## config.mk

```make
export PLATFORM = sky130hd
export DESIGN_NAME = axi2apb_ctrl
export DESIGN_NICKNAME = d
export VERILOG_FILES = /design/src/rtl/axi2apb_pkg.sv /design/src/rtl/axi2apb_timeout.sv /design/src/rtl/axi2apb_ctrl.sv
export SDC_FILE = /design/constraint.sdc
export NUM_CORES = 1
export LEC_CHECK = 0
export CAP_MARGIN = 15
export CORE_MARGIN = 3
export CORE_UTILIZATION = 45
export DETAILED_ROUTE_END_ITERATION = 10
export HOLD_SLACK_MARGIN = 0.15
export PLACE_DENSITY_LB_ADDON = 0.2
export SETUP_SLACK_MARGIN = 0.3
export SYNTH_ARGS = -nofsm -noshare
export SYNTH_HDL_FRONTEND = slang
export SYNTH_SLANG_ARGS = --single-unit
```

## constraint.sdc

```tcl
create_clock -name clk -period 2.85 [get_ports clk]
set_input_delay 0.285 -clock clk [delete_from_list [all_inputs] [get_ports clk]]
set_output_delay 0.285 -clock clk [all_outputs]
set_load 0.005 [all_outputs]
```

## src/rtl/axi2apb_pkg.sv

```systemverilog
// Shared types and default widths for the AXI-to-APB bridge control path.
package axi2apb_pkg;

    localparam int unsigned ADDR_BITS_DEF      = 24;
    localparam int unsigned ID_BITS_DEF        = 4;
    localparam int unsigned TIMEOUT_CYCLES_DEF = 255;
    localparam int unsigned TO_BITS_DEF        = 8;
    localparam int unsigned DATA_BITS          = 32;

    typedef enum logic [2:0] {
        IDLE,
        SETUP,
        ACCESS,
        CAPTURE,
        RESP
    } state_e;

endpackage

```

## src/rtl/axi2apb_timeout.sv

```systemverilog
// ACCESS-phase hang detector: saturating wait counter with a combinational expire flag.
module axi2apb_timeout #(
    parameter int unsigned TO_BITS        = 8,
    parameter int unsigned TIMEOUT_CYCLES = 255
) (
    input  logic clk,
    input  logic resetn,
    input  logic clear,
    input  logic enable,
    output logic expire_c
);

    localparam logic             TO_ON = (TIMEOUT_CYCLES != 32'd0);
    localparam logic [TO_BITS-1:0] LIMIT =
        TO_BITS'((TIMEOUT_CYCLES == 32'd0) ? 32'd0 : TIMEOUT_CYCLES - 32'd1);
    localparam logic [TO_BITS-1:0] SAT = '1;

    logic [TO_BITS-1:0] cnt;

    // Saturates rather than wrapping so a disabled or oversized limit can never alias.
    always_ff @(posedge clk or negedge resetn) begin
        if (!resetn) begin
            cnt <= '0;
        end else if (clear) begin
            cnt <= '0;
        end else if (enable && (cnt != SAT)) begin
            cnt <= cnt + TO_BITS'(1);
        end
    end

    assign expire_c = TO_ON && enable && (cnt == LIMIT);

endmodule

```

## src/rtl/axi2apb_ctrl.sv

```systemverilog
// APB master phase sequencer: one command at a time through SETUP/ACCESS,
// captures the mux's registered response and hands one response back upstream.
module axi2apb_ctrl
    import axi2apb_pkg::*;
#(
    parameter int unsigned ADDR_BITS      = ADDR_BITS_DEF,
    parameter int unsigned ID_BITS        = ID_BITS_DEF,
    parameter int unsigned TIMEOUT_CYCLES = TIMEOUT_CYCLES_DEF,
    parameter int unsigned TO_BITS        = TO_BITS_DEF
) (
    input  logic                 clk,
    input  logic                 resetn,
    input  logic                 cmd_valid,
    output logic                 cmd_ready,
    input  logic [ADDR_BITS-1:0] cmd_addr,
    input  logic                 cmd_read,
    input  logic [ID_BITS-1:0]   cmd_id,
    input  logic [DATA_BITS-1:0] cmd_wdata,
    output logic                 psel,
    output logic                 penable,
    output logic                 pwrite,
    output logic [ADDR_BITS-1:0] paddr,
    output logic [DATA_BITS-1:0] pwdata,
    input  logic                 pready,
    input  logic                 pslverr,
    input  logic [DATA_BITS-1:0] prdata,
    output logic                 rsp_valid,
    input  logic                 rsp_ready,
    output logic                 rsp_read,
    output logic [ID_BITS-1:0]   rsp_id,
    output logic [DATA_BITS-1:0] rsp_rdata,
    output logic                 rsp_err,
    output logic                 timeout_evt
);

    state_e state_q;
    state_e state_d;
    logic   accept_c;
    logic   abort_c;
    logic   expire_c;

    axi2apb_timeout #(
        .TO_BITS        (TO_BITS),
        .TIMEOUT_CYCLES (TIMEOUT_CYCLES)
    ) u_timeout (
        .clk      (clk),
        .resetn   (resetn),
        .clear    (state_q == SETUP),
        .enable   ((state_q == ACCESS) && !pready),
        .expire_c (expire_c)
    );

    always_ff @(posedge clk or negedge resetn) begin
        if (!resetn) begin
            state_q <= IDLE;
        end else begin
            state_q <= state_d;
        end
    end

    // expire_c is already gated by !pready, so a same-cycle pready completes normally.
    always_comb begin
        state_d  = state_q;
        accept_c = 1'b0;
        abort_c  = 1'b0;
        case (state_q)
            IDLE: begin
                if (cmd_valid && cmd_ready) begin
                    accept_c = 1'b1;
                    state_d  = SETUP;
                end
            end
            SETUP:   state_d = ACCESS;
            ACCESS: begin
                if (pready) begin
                    state_d = CAPTURE;
                end else if (expire_c) begin
                    abort_c = 1'b1;
                    state_d = RESP;
                end
            end
            CAPTURE: state_d = RESP;
            RESP: begin
                if (rsp_ready) begin
                    state_d = IDLE;
                end
            end
            default: state_d = IDLE;
        endcase
    end

    // Outputs are registered from the next state so they align with the state they describe.
    always_ff @(posedge clk or negedge resetn) begin
        if (!resetn) begin
            cmd_ready   <= 1'b0;
            psel        <= 1'b0;
            penable     <= 1'b0;
            pwrite      <= 1'b0;
            paddr       <= '0;
            pwdata      <= '0;
            rsp_valid   <= 1'b0;
            rsp_read    <= 1'b0;
            rsp_id      <= '0;
            rsp_rdata   <= '0;
            rsp_err     <= 1'b0;
            timeout_evt <= 1'b0;
        end else begin
            cmd_ready   <= (state_d == IDLE);
            psel        <= (state_d == SETUP) || (state_d == ACCESS);
            penable     <= (state_d == ACCESS);
            rsp_valid   <= (state_d == RESP);
            timeout_evt <= abort_c;
            if (accept_c) begin
                paddr    <= cmd_addr;
                pwrite   <= ~cmd_read;
                pwdata   <= cmd_wdata;
                rsp_id   <= cmd_id;
                rsp_read <= cmd_read;
            end
            // The mux clears prdata/pslverr a cycle after psel falls, so sample them here.
            if (state_q == CAPTURE) begin
                rsp_err   <= pslverr;
                rsp_rdata <= rsp_read ? prdata : '0;
            end
            if (abort_c) begin
                rsp_err   <= 1'b1;
                rsp_rdata <= '0;
            end
        end
    end

endmodule

```

Word-level counts from Yosys, hierarchy flattened
Index checks and enable logic that the tools add are counted.

Register bits after elaboration: 111. Word-level logic and storage cells: 52.

$add $sub $neg: 1. Eq/ne operators: 9. Muxes and demuxes: 17. Bitwise operators: 1. Reductions and logical operators: 10.

Operator list (count): two-way mux 32 bit (3); two-way mux 8 bit (2); one-hot mux 3 bit (5 select lines) (1); two-way mux 3 bit (4); == test 3 x 2 -> 1 bit, second input constant (3); adder 8 x 1 -> 8 bit, second input constant (1); == test 8 bit, second input constant (1); != test 8 bit, second input constant (1); two-way mux 1 bit (7); == test 3 x 1 -> 1 bit, second input constant (2); == test 3 bit, second input constant (2); zero test 3 bit (2); logical AND 1 bit (4); nonzero test 2 bit (2); zero test 1 bit (1); logical OR 1 bit (1); inverter 1 bit (1).

Logic depth before layout (Yosys ltp)
Gate-level depths: netlist (run 1).

Depth after elaboration: 8. Depth in mapped cells: 6.

By module
Synthesis (run 1) repeated with hierarchy kept, for this count alone.

Cells, all modules: 361. Area total of the unflattened synthesis: 4749.6 sq um.

By module, submodules not included: axi2apb_ctrl (instances 1, cells each 310, area each 4249.1 sq um, seq. area each 2577.5 sq um); axi2apb_timeout (instances 1, cells each 51, area each 500.5 sq um, seq. area each 200.2 sq um).

Worst setup path after synthesis (run 1)
Ideal clock, no wire load.

Path type: register to register. Start: register state_q[2]. End: register u_timeout.cnt[7]. Setup time: 78 ps. Data arrival time: 1822 ps. Path slack: 950 ps. Stages on the path, launching flop included: 6. Buffers on the path: 1. Period minus slack after synthesis: 1900 ps. Cells stage by stage: dfrtp_1 -> or4b_1 -> clkbuf_2 -> a21o_4 -> or4_1 -> a21oi_1.

Cells in the longest elaborated chain, start to end: 4. Elaborated cells between the ends (all ways): 6. Classes of those cells: 2 x eq/ne; 1 x mux; 3 x reduce/logical.

Ends and longest elaborated chain: start: declaration (line axi2apb_ctrl.sv:36) `state_e state_q;`; start signal: assignment (line axi2apb_ctrl.sv:57) `state_q <= state_d;`; == test 3 x 2 -> 1 bit (line axi2apb_ctrl.sv:49) `.enable ((state_q == ACCESS) && !pready),`; logical AND 1 bit (line axi2apb_ctrl.sv:49); logical AND 1 bit (line axi2apb_timeout.sv:26) `end else if (enable && (cnt != SAT)) begin`; nonzero test 2 bit (no source line); end signal: assignment (line axi2apb_timeout.sv:27) `cnt <= cnt + TO_BITS'(1);`; end: declaration (line axi2apb_timeout.sv:18) `logic [TO_BITS-1:0] cnt;`.

Parallel ways exist; a longest one is shown, timed or not. A chain may end at the register's enable or synchronous reset.

Worst setup path after layout (run 1)
Start: register state_q[1]. End: register u_timeout.cnt[7].

The elaborated chain is that of the path after synthesis.

==> results of run 1 <==
## critical path, cell delays in order (launching register included)
cell     delay, ps
dfrtp_1        600
or4b_1         610
a21o_4         260
or4_1          480
a21oi_1        160
## worst paths after layout
check                                   end        from  cells past startpoint  slack [ps]
max                        u_timeout.cnt[7]  state_q[1]                      4         660
min                              pwdata[28]      resetn                      2         460
max reg2reg                u_timeout.cnt[7]  state_q[1]                      4         660
min reg2reg                       paddr[21]   paddr[21]                      1         510
max in group asynchronous      rsp_rdata[6]      resetn                      3        1460
min in group clk              rsp_rdata[30]  prdata[30]                      3         490
## logic make-up after synthesis
group / count (synthesis) / share of synthesized area
flip-flops: 111 / 0.6282
AND/OR/NAND/NOR: 98 / 0.1084
XOR/XNOR: 2 / 0.003962
buffers and inverters: 27 / 0.02320
adder cells (fa/ha/maj): 2 / 0.005658
AO/OA/AOI/OAI: 53 / 0.07074
multiplexers: 63 / 0.1599
## per-stage QoR
stage / power, uW / cell area (um2) / hold WS [ps] / instances
after floorplan: 3946 / 4422 / -10.59 / 356
after global placement: 5753 / 6550 / 338.6 / 668
after detailed placement: 5856 / 6550 / 342.8 / 668
after CTS: 6856 / 6774 / 465.0 / 685
after global routing: 7225 / 6774 / 481.2 / 685
final: 6763 / 6774 / 458.4 / 685
## routing by layer
layer,share of wire,wire length (um),vias up,track usage
met3,0.080,880,12,0.06053
li1,-,-,1643,-
met5,0,0,-,0
met2,0.48,5241,138,0.3286
met4,0.011,125,0,0.05811
met1,0.43,4731,1699,0.2674
## cell usage in the layout (no fill, tap or decap), drive strengths merged
cell type,synthesis,layout
a2111oi,1,1
a211o,3,3
a21o,1,1
a21oi,37,37
and3,1,1
and3b,1,1
and4,1,1
buf,1,10
bufinv,0,1
clkbuf,23,10
clkdlybuf4s50,0,197
clkinvlp,0,2
dfrtp,111,111
dlygate4sd3,0,1
ha,2,2
inv,3,6
mux2,61,61
mux2i,2,2
nand2,38,38
nand2b,1,1
nand3,36,36
nand3b,2,2
nand4,1,1
nor2,7,7
nor2b,1,1
nor3,2,2
nor3b,1,1
nor4,1,1
nor4b,1,1
o211ai,2,2
o21ai,3,3
o22ai,1,1
o311ai,1,1
o31ai,2,2
o41ai,2,2
or3b,1,1
or4,2,2
or4b,1,1
xnor2,2,2
## power groups by stage
stage	Sequential (uW)	Clock [uW]	Combinational, uW
after global placement	2720	0	3030
final	2720	982	3060
after global routing	2820	1080	3330
after detailed placement	2760	0	3100
after floorplan	2770	0	1180
after CTS	2730	1020	3110
## registers in the layout, indices dropped and copies added, names as in the netlist, 3 cells and up
signal         flops
rsp_id             4
u_timeout.cnt      8
pwdata            32
rsp_rdata         32
paddr             24
state_q            3
## final cells by class
cell class,instances,area [um2],share of cell area
flip-flops and latches,111,2778,0.4100
repair buffers,208,2057,0.3037
multi-input cells,218,1553,0.2292
well taps,129,161.4,0.02383
clock buffers,10,137.6,0.02032
clock inverters,6,76.32,0.01127
inverters,3,11.26,0.001662
## what timing repair did
| item | 4_1_cts | 5_1_grt |
|---|---|---|
| hold buffers | 1 | 0 |
| hold endpoints to repair | 48 | 0 |
| setup buffers | 0 | 0 |
==> impl_metrics.env, run 1 <==
export IMPL_fmax_ghz=0.4566
export IMPL_max_vdd_ir_drop_uv=582.4
export IMPL_synthFlopType="dfrtp_1"
export IMPL_via_per_inst=5.098
export IMPL_cp_end_kind="register"
export IMPL_clock_latency_ps=360
export IMPL_yosysMostFrequentCell="dfrtp_1"
export IMPL_synth_ff_latch_count=111
export IMPL_finish_utilization=0.7195
export IMPL_drt_total_wl_um=10980
export IMPL_antenna_found_initial=0
export IMPL_wl_per_cell_um=16.03
export IMPL_slew_violations=0
export IMPL_cp_max_fo=13
export IMPL_syn_inst=356
export IMPL_setup_violations=0
export IMPL_intPower_uw=4734
export IMPL_yosysSeqAreaShare=0.6282
export IMPL_p_sw_frac=0.3000
export IMPL_synth_area_mm2=0.004422
export IMPL_grt_max_degree=51
export IMPL_hpwl_um=8107
export IMPL_power_frac_seq=0.402
export IMPL_dieArea_mm2=0.01105
export IMPL_dr_total_vias=3492
export IMPL_worst_pin_slew_ps=680.5
export IMPL_finalClockSkew_ps=13.85
export IMPL_layout_drive_gt1_share=0.1637
export IMPL_fin_crit_sh=0.7685
export IMPL_worstSetupStartpointType="register"
export IMPL_cp_required_ps=3130
export IMPL_synth_top_area_frac=0.6282
export IMPL_leakage_uw=0.002809
export IMPL_drt_iter0_drc=115
export IMPL_num_rows=35
export IMPL_power_switching_uw=2029
export IMPL_n_fill_cell=692
export IMPL_min_path_type="in2async"
export IMPL_timing_setup_tns_ps=0
export IMPL_diodes=0
export IMPL_p_comb_frac=0.452
export IMPL_final_hold_viol_count=0
export IMPL_io_buffers=198
export IMPL_synth_edf_count=0
export IMPL_cts_buffers=9
export IMPL_critical_path_arrival_ps=2470
export IMPL_yosysWarnings=0
export IMPL_synth_area_per_cell_um2=12.42
export IMPL_cts_htree_levels=3
export IMPL_synth_area_top_cells="dfrtp_1, mux2_2, a21oi_1, nand3_1, nand2_1"
export IMPL_p_clk_frac=0.145
export IMPL_synth_distinct_cells=36
export IMPL_die_h_um=105.1
export IMPL_die_w_um=105.1
export IMPL_cts_sinks=111
export IMPL_cap_viol_max_count=0
export IMPL_grt_pass1_wl_um=18240
export IMPL_nets=652
export IMPL_root_buffer="clkbuf_8"
export IMPL_io_pins=199
export IMPL_start_util=0.4696
export IMPL_grt_pass1_vias=3600
export IMPL_drc=0
export IMPL_postRouteAntennaNets=0
export IMPL_clock_path_buffers=2
export IMPL_gp_congestion=0.8125
export IMPL_relSlewSlack=0.5450
export IMPL_power_density_mw_per_mm2=998.3
export IMPL_grt_usage=0.2035
export IMPL_area_growth_syn_to_layout_pct=53.20
export IMPL_worstSetupPathType="reg2reg"
export IMPL_cts_clk_slew_worst_paths_ps=110
export IMPL_grt_ovfl_total=0
export IMPL_rsz0062_at_grt="false"
export IMPL_syn_nets=457
export IMPL_setup_slack_ps=659.9
export IMPL_async_flop_share=1.000
export IMPL_core_mm2=0.009415
export IMPL_dr_pass1_iters=4
export IMPL_outcome="completed"
export IMPL_synthTopCellsByCount="dfrtp_1, mux2_2, nand2_1"
export IMPL_synth_top_area_cell="dfrtp_1"
export IMPL_post_place_ws_ps=487.2
export IMPL_ctsResizeCount=0
export IMPL_fin_crit_ps=2190
export IMPL_cts_tree="done"
Power figures use the tool's default switching activity.
==> inputs of run 2 (changes only) <==
- CORE_UTILIZATION: 45 -> 38
- clock period: 2.85 -> 1.9 ns (I/O delays scaled with it)
==> run 2 against run 1 <==
Effect of this change:
- sequential share of layout area down 4.2 points
- cell area up 12%
- critical path depth unchanged
- via count up 4.9%
- largest cell class unchanged
- sequential power up 51%
- global-route usage down 0.13 points
- critical endpoint unchanged
- clock skew down 5.9 ps
==> impl_metrics.env, run 2 (synthesis gave the netlist of run 1 again) <==
export IMPL_outcome="completed"
export IMPL_die_h_um=113.9
export IMPL_setup_slack_ps=113.7
export IMPL_gp_congestion=0.7930
export IMPL_intPower_uw=8195
export IMPL_relSlewSlack=0.6072
export IMPL_io_pins=199
export IMPL_top_regs="pwdata (32), rsp_rdata (32), paddr (24)"
export IMPL_multi_input_area_mm2=0.001782
export IMPL_grt_max_degree=112
export IMPL_drc=0
export IMPL_cp_num_cells=4
export IMPL_io_buffers=198
export IMPL_layout_drive_gt1_share=0.2123
export IMPL_rsz0062_at_grt="true"
export IMPL_cp_top_family="simple AND/OR/NAND/NOR gates"
export IMPL_p_comb_frac=0.496
export IMPL_cap_viol_max_count=0
export IMPL_num_rows=38
export IMPL_power_density_mw_per_mm2=1535
export IMPL_worst_path_buf_inv=0
export IMPL_critical_path_arrival_ps=2060
export IMPL_finalClockSkew_ps=7.920
export IMPL_antenna_found_initial=0
export IMPL_grt_pass1_vias=3877
export IMPL_dr_pass1_iters=4
export IMPL_cts_buffers=9
export IMPL_start_util=0.3974
export IMPL_die_w_um=113.9
export IMPL_max_vdd_ir_drop_uv=881.1
export IMPL_worstSetupStartpointType="register"
export IMPL_cp_max_fo=5
export IMPL_setup_violations=0
export IMPL_clock_path_buffers=2
export IMPL_area_growth_syn_to_layout_pct=70.91
export IMPL_worst_pin_slew_ps=589.1
export IMPL_leakage_uw=0.003234
export IMPL_hold_depth=3
export IMPL_final_common_cell="clkdlybuf4s50_1"
export IMPL_grt_ovfl_total=0
export IMPL_final_cell_mix="clkdlybuf4s50_1, dfrtp_1, mux2_4, a21oi_1, nand2_1"
export IMPL_fin_crit_sh=0.9402
export IMPL_cp_end_kind="register"
export IMPL_area_sequential_mm2=0.002778
export IMPL_post_place_ws_ps=-225.8
export IMPL_fin_crit_ps=1786
export IMPL_cts_clk_slew_worst_paths_ps=70
export IMPL_cts_tree="done"
export IMPL_power_switching_uw=3403
export IMPL_dr_total_vias=3663
export IMPL_worstSetupPathType="reg2reg"
export IMPL_root_buffer="clkbuf_16"
export IMPL_p_sw_frac=0.2934
export IMPL_ff2ff_path_depth=4
export IMPL_diodes=0
export IMPL_min_path_type="in2reg"
export IMPL_drt_total_wl_um=13020
export IMPL_cts_sinks=111
export IMPL_grt_pass1_wl_um=20650
export IMPL_dieArea_mm2=0.01297
export IMPL_drt_iter0_drc=196
export IMPL_worst_path_largest_cell_delay_ps=560
export IMPL_postRouteAntennaNets=0
export IMPL_clock_latency_ps=340
export IMPL_crit_slowest_cell="or4b_4"
export IMPL_n_fill_cell=828
export IMPL_grt_usage=0.2021
export IMPL_final_hold_viol_count=0
export IMPL_power_frac_seq=0.353
export IMPL_fmax_ghz=0.5598
export IMPL_hpwl_um=8887
export IMPL_core_mm2=0.01113
export IMPL_nets=680
export IMPL_crit_chain="or4b_4 > a21o_4 > or4_1 > a21oi_1"
export IMPL_wl_per_cell_um=17.98
export IMPL_slew_violations=0
export IMPL_total_power_uw=11600
export IMPL_reg2reg_slack_ps=110
export IMPL_p_clk_frac=0.151
export IMPL_via_per_inst=5.059
export IMPL_cts_htree_levels=3
export IMPL_cp_required_ps=2170
run 2: cell count changes in the layout (fill, tap and decap cells not counted), moves of 2 or more:
cell	before	now
o21ai_0	3	1
mux2_2	61	14
buf_12	0	8
inv_8	2	0
clkbuf_8	10	1
buf_16	0	5
clkbuf_16	0	10
buf_4	10	17
clkinv_2	0	4
mux2_4	0	47
o21ai_1	0	2
buf_6	0	5
run 2: tightest hold or removal path, delay by kind of cell:
family | cells | cell delay (ps)
buf+inv | 1 | 390
simple gates | 1 | 70
compound gates | 1 | 60
run 2: cell type report:
class,instances,area share
inverters,3,0.001490
well taps,140,0.02318
clock buffers,10,0.03162
multi-input cells,218,0.2358
clock inverters,6,0.004801
repair buffers,236,0.3356
flip-flops and latches,111,0.3675
run 2: stage by stage:
| stage | TNS [ps] | cells | hold WS, ps | area (um2) | util |
|---|---|---|---|---|---|
| 2_1_floorplan | 0 | 356 | -105.6 | 4669 | - |
| 3_3_place_gp | -2350 | 693 | 315.9 | 6935 | 0.6234 |
| 3_5_place_dp | -4842 | 693 | 322.1 | 6935 | 0.6234 |
| 4_1_cts | 0 | 723 | 402.6 | 7487 | 0.6730 |
| 5_1_grt | 0 | 724 | 399.9 | 7557 | 0.6793 |
| 6_report | 0 | 724 | 412.7 | 7557 | 0.6793 |
run 2: repair_timing:
| item | in CTS | in global routing |
|---|---|---|
| hold endpoints to repair | 111 | 0 |
| hold buffers | 1 | 0 |
| pin swaps | 4 | 1 |
| gates resized for setup | 13 | 10 |
| gates cloned | 5 | 1 |
| buffers inserted | 8 | 0 |
| endpoints found under the setup margin | 102 | 103 |
run 2: power by group through the flow:
stage | Clock, uW | Sequential (uW) | Combinational, uW
global placement | 0 | 4070 | 5330
CTS | 1800 | 4100 | 5770
detailed placement | 0 | 4130 | 5400
global route | 1900 | 4250 | 6170
floorplan | 0 | 4180 | 2250
finish | 1750 | 4100 | 5750
run 2: path summary, 6_finish.rpt:
path                                 start          endpoint
worst max-delay path            state_q[0]  u_timeout.cnt[7]
worst min-delay path            prdata[25]     rsp_rdata[25]
worst max register to register  state_q[0]  u_timeout.cnt[7]
worst min register to register   pwdata[1]         pwdata[1]
max in group asynchronous           resetn     rsp_rdata[12]
min in group asynchronous           resetn          paddr[7]
run 2: routing by layer:
metal  track usage  up-vias  part of all wire
met5             0        -                 0
met1        0.2678     1798              0.43
li1              -     1702                 -
met4       0.05780        0             0.012
met3       0.05093       15             0.078
met2        0.3314      148              0.48
==> inputs of run 3 (changes only) <==
- CORE_UTILIZATION: 38 -> 56
- DONT_BUFFER_PORTS: unset -> 1
- SLEW_MARGIN: unset -> 20
==> run 3 against run 2 <==
Effect of this change:
- the flow now finishes with violations (negative hold slack)
- global-route usage is 10 points higher
- critical endpoint unchanged
- sequential power is 11% higher
- cell area decreased by 16%
- routed wire length is 4.7% higher
- clock skew increased by 0.89 ps
- cell count is 20% lower
- count of clock-buffer cells in the layout down 1
- setup slack better by 29 ps
- die area is 31% lower
- combinational power fell by 41%
- critical path type unchanged
==> impl_metrics.env, run 3 (synthesis gave the netlist of run 1 again) <==
export IMPL_cts_clk_slew_worst_paths_ps=100
export IMPL_max_vdd_ir_drop_uv=797.1
export IMPL_core_mm2=0.007447
export IMPL_crit_reg2reg_launch="state_q[0]"
export IMPL_worst_pin_slew_ps=373.9
export IMPL_power_density_mw_per_mm2=1461
export IMPL_ff2ff_path_depth=4
export IMPL_num_rows=31
export IMPL_leakage_uw=0.002811
export IMPL_die_w_um=94.86
export IMPL_relSlewSlack=0.7488
export IMPL_dieArea_mm2=0.008998
export IMPL_cts_sinks=111
export IMPL_grt_usage=0.3026
export IMPL_drt_iter0_drc=187
export IMPL_gp_congestion=0.7585
export IMPL_rr_endpoint="u_timeout.cnt[7]"
export IMPL_cp_startpoint="state_q[0]"
export IMPL_cap_viol_max_count=0
export IMPL_stdcell_area_mm2=0.006377
export IMPL_cts_buffers=9
export IMPL_cp_end_kind="register"
export IMPL_worst_hold_slack_ps=-485.4
export IMPL_outcome="complete, but fails checks"
export IMPL_cp_required_ps=2190
export IMPL_n_fill_cell=373
export IMPL_fin_crit_ps=1758
export IMPL_root_buffer="clkbuf_8"
export IMPL_timing_setup_tns_ps=0
export IMPL_final_hold_viol_count=111
export IMPL_cp_max_fo=4
export IMPL_total_power_uw=9317
export IMPL_drc=0
export IMPL_io_pins=199
export IMPL_dpl_cell_area_mm2=0.004817
export IMPL_grt_pass1_wl_um=20290
export IMPL_top_regs="pwdata (32), rsp_rdata (32), paddr (24)"
export IMPL_clock_latency_ps=360
export IMPL_final_common_cell="dfrtp_1"
export IMPL_io_buffers=0
export IMPL_worstSetupPathType="reg2reg"
export IMPL_layout_drive_gt1_share=0.2759
export IMPL_antenna_found_initial=0
export IMPL_area_growth_syn_to_layout_pct=44.23
export IMPL_fin_crit_sh=0.9251
export IMPL_reg2reg_slack_ps=140
export IMPL_postRouteAntennaNets=0
export IMPL_die_h_um=94.86
export IMPL_dr_pass1_iters=5
export IMPL_nets=580
export IMPL_critical_path_arrival_ps=2050
export IMPL_min_path_type="in2async"
export IMPL_grt_pass1_vias=3546
export IMPL_worstSetupStartpointType="register"
export IMPL_dr_total_vias=3367
export IMPL_endpoint="u_timeout.cnt[7]"
export IMPL_fmax_ghz=0.5689
export IMPL_final_cell_mix="dfrtp_1, dlygate4sd3_1, mux2_4, nand2_1, a21oi_1"
export IMPL_setup_violations=0
export IMPL_failed_checks="negative hold slack"
export IMPL_grt_ovfl_total=0
export IMPL_cts_tree="done"
export IMPL_diodes=0
export IMPL_grt_max_degree=112
export IMPL_finalClockSkew_ps=8.807
export IMPL_via_per_inst=5.795
export IMPL_slew_violations=0
export IMPL_hpwl_um=7427
export IMPL_cts_htree_levels=3
export IMPL_wl_per_cell_um=23.46
export IMPL_drt_total_wl_um=13630
export IMPL_start_util=0.5938
export IMPL_finish_utilization=0.8564
export IMPL_rsz0062_at_grt="true"
export IMPL_clock_path_buffers=2
-- run 3: cell types whose count changed in the layout (fill, tap and decap cells not counted), sizes merged, moves of 2 or more --
cell           previous run  this run
clkdlybuf4s50           197         0
dlygate4sd3               1        98
clkinv                    5         1
clkbuf                   11         9
-- run 3: power by group --
group	total [uW]	switching, uW	leakage (uW)	internal (uW)
clock	1370	774	0.0000876	599
combinational	3390	1400	0.00134	1990
sequential	4550	1070	0.00138	3480
total	9320	3240	0.00281	6070
-- run 3: critical path, cell delays in order (launching register included) --
cell     delay [ps]
dfrtp_1         390
or4b_4          560
a21o_4          210
or4_4           420
a21oi_2         120
-- run 3: routing by layer --
layer	wire length [um]	GRT usage
met5	0	0
met2	7481	0.5355
met4	258	0.09856
met1	4785	0.3569
met3	1104	0.08127
-- run 3: per-stage QoR --
step | hold slack [ps] | setup slack [ps] | instances
floorplan | -105.6 | 81.84 | 356
global placement | -103.0 | 114.7 | 449
detailed placement | -102.8 | 57.15 | 449
CTS | -504.7 | 147.4 | 573
global route | -518.1 | 103.7 | 581
finish | -485.4 | 142.2 | 581
-- run 3: worst min path at each step --
stage	end	cells past startpoint
6_report	pwdata[20]	0
4_1_cts	rsp_rdata[27]	0
5_1_grt	pwdata[25]	0
3_5_place_dp	pwdata[20]	0
3_3_place_gp	pwdata[23]	0
2_1_floorplan	cmd_ready	0
-- run 3: final cells by class --
cell class | instances | area [um2] | share of cell area
repair buffers | 136 | 1461 | 0.2292
clock inverters | 5 | 58.81 | 0.009221
well taps | 99 | 123.9 | 0.01942
flip-flops and latches | 111 | 2779 | 0.4357
clock buffers | 9 | 123.9 | 0.01942
multi-input cells | 218 | 1819 | 0.2853
inverters | 3 | 11.26 | 0.001766
-- run 3: timing repair --
| action | in CTS | in global routing |
|---|---|---|
| gates cloned | 4 | 0 |
| gates resized for setup | 21 | 18 |
| hold endpoints to repair | 212 | 114 |
| pin swaps | 4 | 2 |
| hold buffers | 97 | 1 |
| setup endpoints to repair | 96 | 105 |
| buffers inserted | 9 | 7 |
==> edit 1: new RTL, flow settings as in run 3 <==
Change the package constant `TIMEOUT_CYCLES_DEF` from 255 to 127.
--- a/src/rtl/axi2apb_pkg.sv
+++ b/src/rtl/axi2apb_pkg.sv
@@ -3,7 +3,7 @@
 
     localparam int unsigned ADDR_BITS_DEF      = 24;
     localparam int unsigned ID_BITS_DEF        = 4;
-    localparam int unsigned TIMEOUT_CYCLES_DEF = 255;
+    localparam int unsigned TIMEOUT_CYCLES_DEF = 127;
     localparam int unsigned TO_BITS_DEF        = 8;
     localparam int unsigned DATA_BITS          = 32;
 
Check against the original RTL: no difference found for any inputs over 10 cycles, from zero or initial values and one cycle with resetn low; that may be too few to reach the edited logic, so the function may still have changed.
==> edit 1 against run 3 <==
  * The flow still finishes with violations (negative hold slack)
  * Total power is 1.8% lower
  * Design area is 4.0% higher
  * Setup slack better by 0.0057 ns
  * Routed wire length is 4.7% higher
  * Non-clock buffer count is 2 lower
  * Clock skew is 0.0081 ns higher
  * Synthesized area is 1.8% higher
  * Sequential cell count stayed put
  * Sequential power is 2% lower
  * Critical endpoint is now paddr[18]
  * Largest cell class unchanged
==> edit 1: results (changes against run 3) <==
| Metric | Value |
|---|---|
| Status | `complete, but fails checks` |
| Failing checks | `negative hold slack` |
| CTS max path bufs | `2 (unchanged)` |
| First-pass GRT wire length | `17900 um (-12%)` |
| Hold Fails Final Rpt | `111 (unchanged)` |
| Sequential share of the synthesized area | `61.7% (-1.1 points)` |
| Post-Place Setup Slack | `0.201 ns (+0.144 ns)` |
| DR WL/cell | `24.1 um (+2.9%)` |
| Root Buffer | `clkbuf_8` |
| Delay-heaviest family, CP | `flip-flops` |
| Critical Path Source | `cmd_ready` |
| Placed cells | `450 (+0.22%)` |
| Max-cap violations | `0 (unchanged)` |
| EDFF count, synth | `0 (unchanged)` |
| Worst R2R Start | `cmd_ready` |
| CTS Buf Count | `9 (unchanged)` |
| H-tree depth | `3 (unchanged)` |
| Top post-synthesis cells by area | `dfrtp_1 (62%), mux2_1 (15%), a21oi_1 (4.2%), nand3_1 (4.2%), nand2_1 (3.0%)` |
| Routed via count | `3584 (+6.4%)` |
| VDD IR max | `0.914 mV (+15%)` |
| Nets | `585 (+0.86%)` |
| Worst Hold Class | `input pin to async pin` |
| Antenna violations before repair | `0 (unchanged)` |
| Cts hold-fix bufs | `97 (unchanged)` |
| # rows | `32 (+3.2%)` |
| Slew Limit Headroom | `57.6% (-17 points)` |
| Yosys reg bits | `111 (unchanged)` |
| GRT Total Usage | `25.7% (-4.6 points)` |
| Setup bufs post-CTS | `6 (-3)` |
| Final GP Congestion | `0.877 (+16%)` |
| Largest net degree at the start of global routing | `112 (unchanged)` |
| Post-Synthesis Cells | `365 (+2.5%)` |
| Crit path max fanout | `16 (+12)` |
| IO buf count | `0 (unchanged)` |
| Warnings from Yosys | `0 (unchanged)` |
| R2R depth | `5 (+1)` |
| Most instantiated cells after synthesis | `dfrtp_1 (111), mux2_1 (58), a21oi_1 (38), nand3_1 (38), nand2_1 (36)` |
| Initial DRC Count | `183 (-2.1%)` |
| Leak Pwr | `2.72 nW (-3.3%)` |
| Critical path arrival | `1.99 ns (-0.06 ns)` |
| Number of fill cells in the layout | `368 (-1.3%)` |
| Fin Hold WS | `-0.495 ns (-0.0101 ns)` |
| Worst-path clk slew | `0.12 ns (+0.02 ns)` |
| CTS-repair resized insts | `9 (-57%)` |
| Clk_lat worst skew | `0.36 ns (about the same)` |
| Netlist cell types | `40 (+11%)` |
| ANT cells | `0 (unchanged)` |
| Drt first pass iters | `4 (-1)` |
| Vias/cell | `6.06 (+4.6%)` |
| Largest regs | `pwdata: 32 flops, rsp_rdata: 32 flops, paddr: 24 flops` |
| Slowest-stage cell, CP | `dfrtp_1` |
| Vias in the first global route | `3422 (-3.5%)` |
| Syn_nets | `466 (+2.0%)` |
| Post-DP HPWL | `6690 um (-9.9%)` |
| Area of placed instances | `0.00462 mm2 (-4.0%)` |
| Worst Skew | `0.0169 ns (+0.00811 ns)` |
| Ys async rst share | `100% (unchanged)` |
| Layout cells sized above 1 | `29.0% (+1.4 points)` |
| Slowest stage delay, CP | `0.47 ns (-0.09 ns)` |
-- edit 1: cell count changes in the layout (fill, tap and decap cells not counted), moves of 4 or more --
| cell | delta |
|---|---|
| buf_4 | -5 |
| a21oi_1 | -30 |
| nand3_4 | +11 |
| mux2_2 | -8 |
| mux2_1 | +55 |
| a21oi_2 | +31 |
| nand3_2 | +14 |
| mux2_4 | -47 |
| buf_12 | -4 |
| nand3_1 | -23 |
| clkbuf_16 | +7 |
-- edit 1: path summary, 6_finish.rpt --
path	end	slack, ns
worst min register to register	paddr[17]	0.52
worst max register to register	paddr[18]	0.15
worst min-delay path	rsp_id[2]	-0.50
min in group clk	psel	0.19
worst max-delay path	paddr[18]	0.15
max in group asynchronous	paddr[8]	2.22
-- edit 1: power breakdown --
| group | total [W] | internal (W) | switching [W] |
|---|---|---|---|
| clock | 0.00147 | 0.000635 | 0.000834 |
| combinational | 0.00320 | 0.00166 | 0.00155 |
| sequential | 0.00447 | 0.00345 | 0.00103 |
-- edit 1: cell type report --
cell class	instances	area [um2]	share of cell area, %
clock inverter	6	77.6	1.17
inverter	3	11.3	0.170
sequential	111	2780	41.9
tap	102	128	1.92
clock buffer	10	128	1.92
multi-input combinational	225	2000	30.2
timing repair buffer	134	1510	22.7
-- edit 1: cells by family after synthesis --
logic type | share of synthesized area, %
AO/OA/AOI/OAI | 6.78
XOR/XNOR | 0.389
adder cells (fa/ha/maj) | 0.556
buffers and inverters | 2.95
flip-flops | 61.7
multiplexers | 15.7
AND/OR/NAND/NOR | 11.9
-- edit 1: metal layers --
metal  routed length, um  GRT usage (%)
met5                   0              0
met4                 491           8.29
met3                1300           8.21
met2                7580           43.9
met1                4900           30.8
==> edit 2: new RTL, settings of run 3 <==
Made on the original files. Make the reset (`resetn`) synchronous in 3 clocked blocks.
--- a/src/rtl/axi2apb_timeout.sv
+++ b/src/rtl/axi2apb_timeout.sv
@@ -18,7 +18,7 @@
     logic [TO_BITS-1:0] cnt;
 
     // Saturates rather than wrapping so a disabled or oversized limit can never alias.
-    always_ff @(posedge clk or negedge resetn) begin
+    always_ff @(posedge clk) begin
         if (!resetn) begin
             cnt <= '0;
         end else if (clear) begin
--- a/src/rtl/axi2apb_ctrl.sv
+++ b/src/rtl/axi2apb_ctrl.sv
@@ -50,7 +50,7 @@
         .expire_c (expire_c)
     );
 
-    always_ff @(posedge clk or negedge resetn) begin
+    always_ff @(posedge clk) begin
         if (!resetn) begin
             state_q <= IDLE;
         end else begin
@@ -90,7 +90,7 @@
     end
 
     // Outputs are registered from the next state so they align with the state they describe.
-    always_ff @(posedge clk or negedge resetn) begin
+    always_ff @(posedge clk) begin
         if (!resetn) begin
             cmd_ready   <= 1'b0;
             psel        <= 1'b0;
Behaviour: differs if resetn is asserted again (counterexample within 4 cycles, from zero or initial values and one cycle with resetn low); with resetn held inactive, the same outputs for 10 cycles.
==> edit 2 against run 3 <==
  * Synthesized area is 5.9% lower
  * Setup slack better by 0.038 ns
  * Routed wire length rose by 14%
  * Critical endpoint is now paddr[17]
  * Sequential cell count unchanged
  * Utilization rose by 4.5 points
  * Clock skew up 0.0046 ns
  * Design area down 1.3%
Power is not compared: it rests on default switching activity, and its combinational part moved more than twofold at a synthesized area within 25%.
==> edit 2: results (changes against run 3) <==
| Metric | Value |
|---|---|
| Status | `finished clean` |
| Worst Hold Class | `input pin to flop` |
| Warnings from Yosys | `0 (unchanged)` |
| Layout cells sized above 1 | `25.0% (-2.6 points)` |
| Adder-cell share of the synthesized area | `0.601% (+0.035 points)` |
| Post-synthesis compound-gate area fraction | `14.7% (+7.6 points)` |
| Most instantiated cells after synthesis | `nand2_1 (164), dfxtp_1 (111), a21oi_1 (69)` |
| Ys async rst share | `0% (-100 points)` |
| Slowest stage delay, CP | `0.69 ns (+0.13 ns)` |
| DR WL/cell | `22.2 um (-5.4%)` |
| Netlist cell types | `41 (+14%)` |
| Fin Hold WS | `0.164 ns (+0.650 ns)` |
| Final wirelength | `15600 um (+14%)` |
| R2R depth | `5 (+1)` |
| Final GP Congestion | `0.803 (+5.8%)` |
| GRT Total Usage | `30.3% (about the same)` |
| Slew Limit Headroom | `57.1% (-18 points)` |
| Combinational power | `0.000898 W` |
| R2R Setup Slk | `0.18 ns (+0.04 ns)` |
| Clk_lat worst skew | `0.36 ns (about the same)` |
| Fin crit share | `90.5% (-2.0 points)` |
| Nets | `701 (+21%)` |
| Post-DP HPWL | `7120 um (-4.1%)` |
| Post-Place Setup Slack | `0.187 ns (+0.130 ns)` |
| Sequential share of the synthesized area | `53.4% (-9.4 points)` |
| Initial DRC Count | `237 (+27%)` |
| Slowest-stage cell, CP | `or4_4` |
| Critical path arrival | `1.97 ns (-0.08 ns)` |
| Placed cells | `570 (+27%)` |
| Vias in the first global route | `4007 (+13%)` |
| Ys flop type | `dfxtp_1` |
| Largest net degree at the start of global routing | `35 (-69%)` |
| Mux share of post-synthesis cell area | `0% (-16 points)` |
| Post-synthesis xor/xnor area fraction | `1.26% (+0.87 points)` |
| Vias/cell | `6.02 (+3.9%)` |
| First-pass GRT wire length | `20400 um (+0.55%)` |
| Hold path depth | `3` |
| Crit path max fanout | `8 (+4)` |
| Area of placed instances | `0.00421 mm2 (-13%)` |
| Syn_area_per_cell | `8.36 um2 (-33%)` |
| Top post-synthesis cells by area | `dfxtp_1 (53%), nand2_1 (15%), a21oi_1 (8.3%), nand3_1 (4.1%), a21boi_0 (3.2%)` |
| Syn_nets | `599 (+31%)` |
| Worst Skew | `0.0135 ns (+0.00465 ns)` |
## edit 2: repair_timing
item | 4_1_cts | 5_1_grt
hold buffers | 97 | 1
gates resized for setup | 21 | 143
gates cloned | 3 | 7
hold endpoints to repair | 102 | 1
pin swaps | 7 | 73
endpoints found under the setup margin | 98 | 101
buffers inserted | 3 | 4
## edit 2: routing by layer
metal,global-route usage (%),vias up,wire (um)
li1,-,1861,-
met1,31.8,1996,5330
met2,55.2,290,8270
met3,8.61,74,1230
met4,14.5,0,730
met5,0,-,0
## edit 2: layout make-up
type / count / area (um2)
Timing Repair Buffer: 126 / 1430
Multi-Input combinational cell: 350 / 2270
Clock inverter: 6 / 109
Fill cell: 291 / 687
Tap cell: 96 / 120
Clock buffer: 10 / 128
Sequential cell: 111 / 2240
Inverter: 2 / 7.51
## edit 2: path summary, 6_finish.rpt
check | startpoint | endpoint
min | pready | state_q[0]
max | state_q[0] | paddr[17]
min reg2reg | rsp_rdata[21] | rsp_rdata[21]
max reg2reg | state_q[0] | paddr[17]
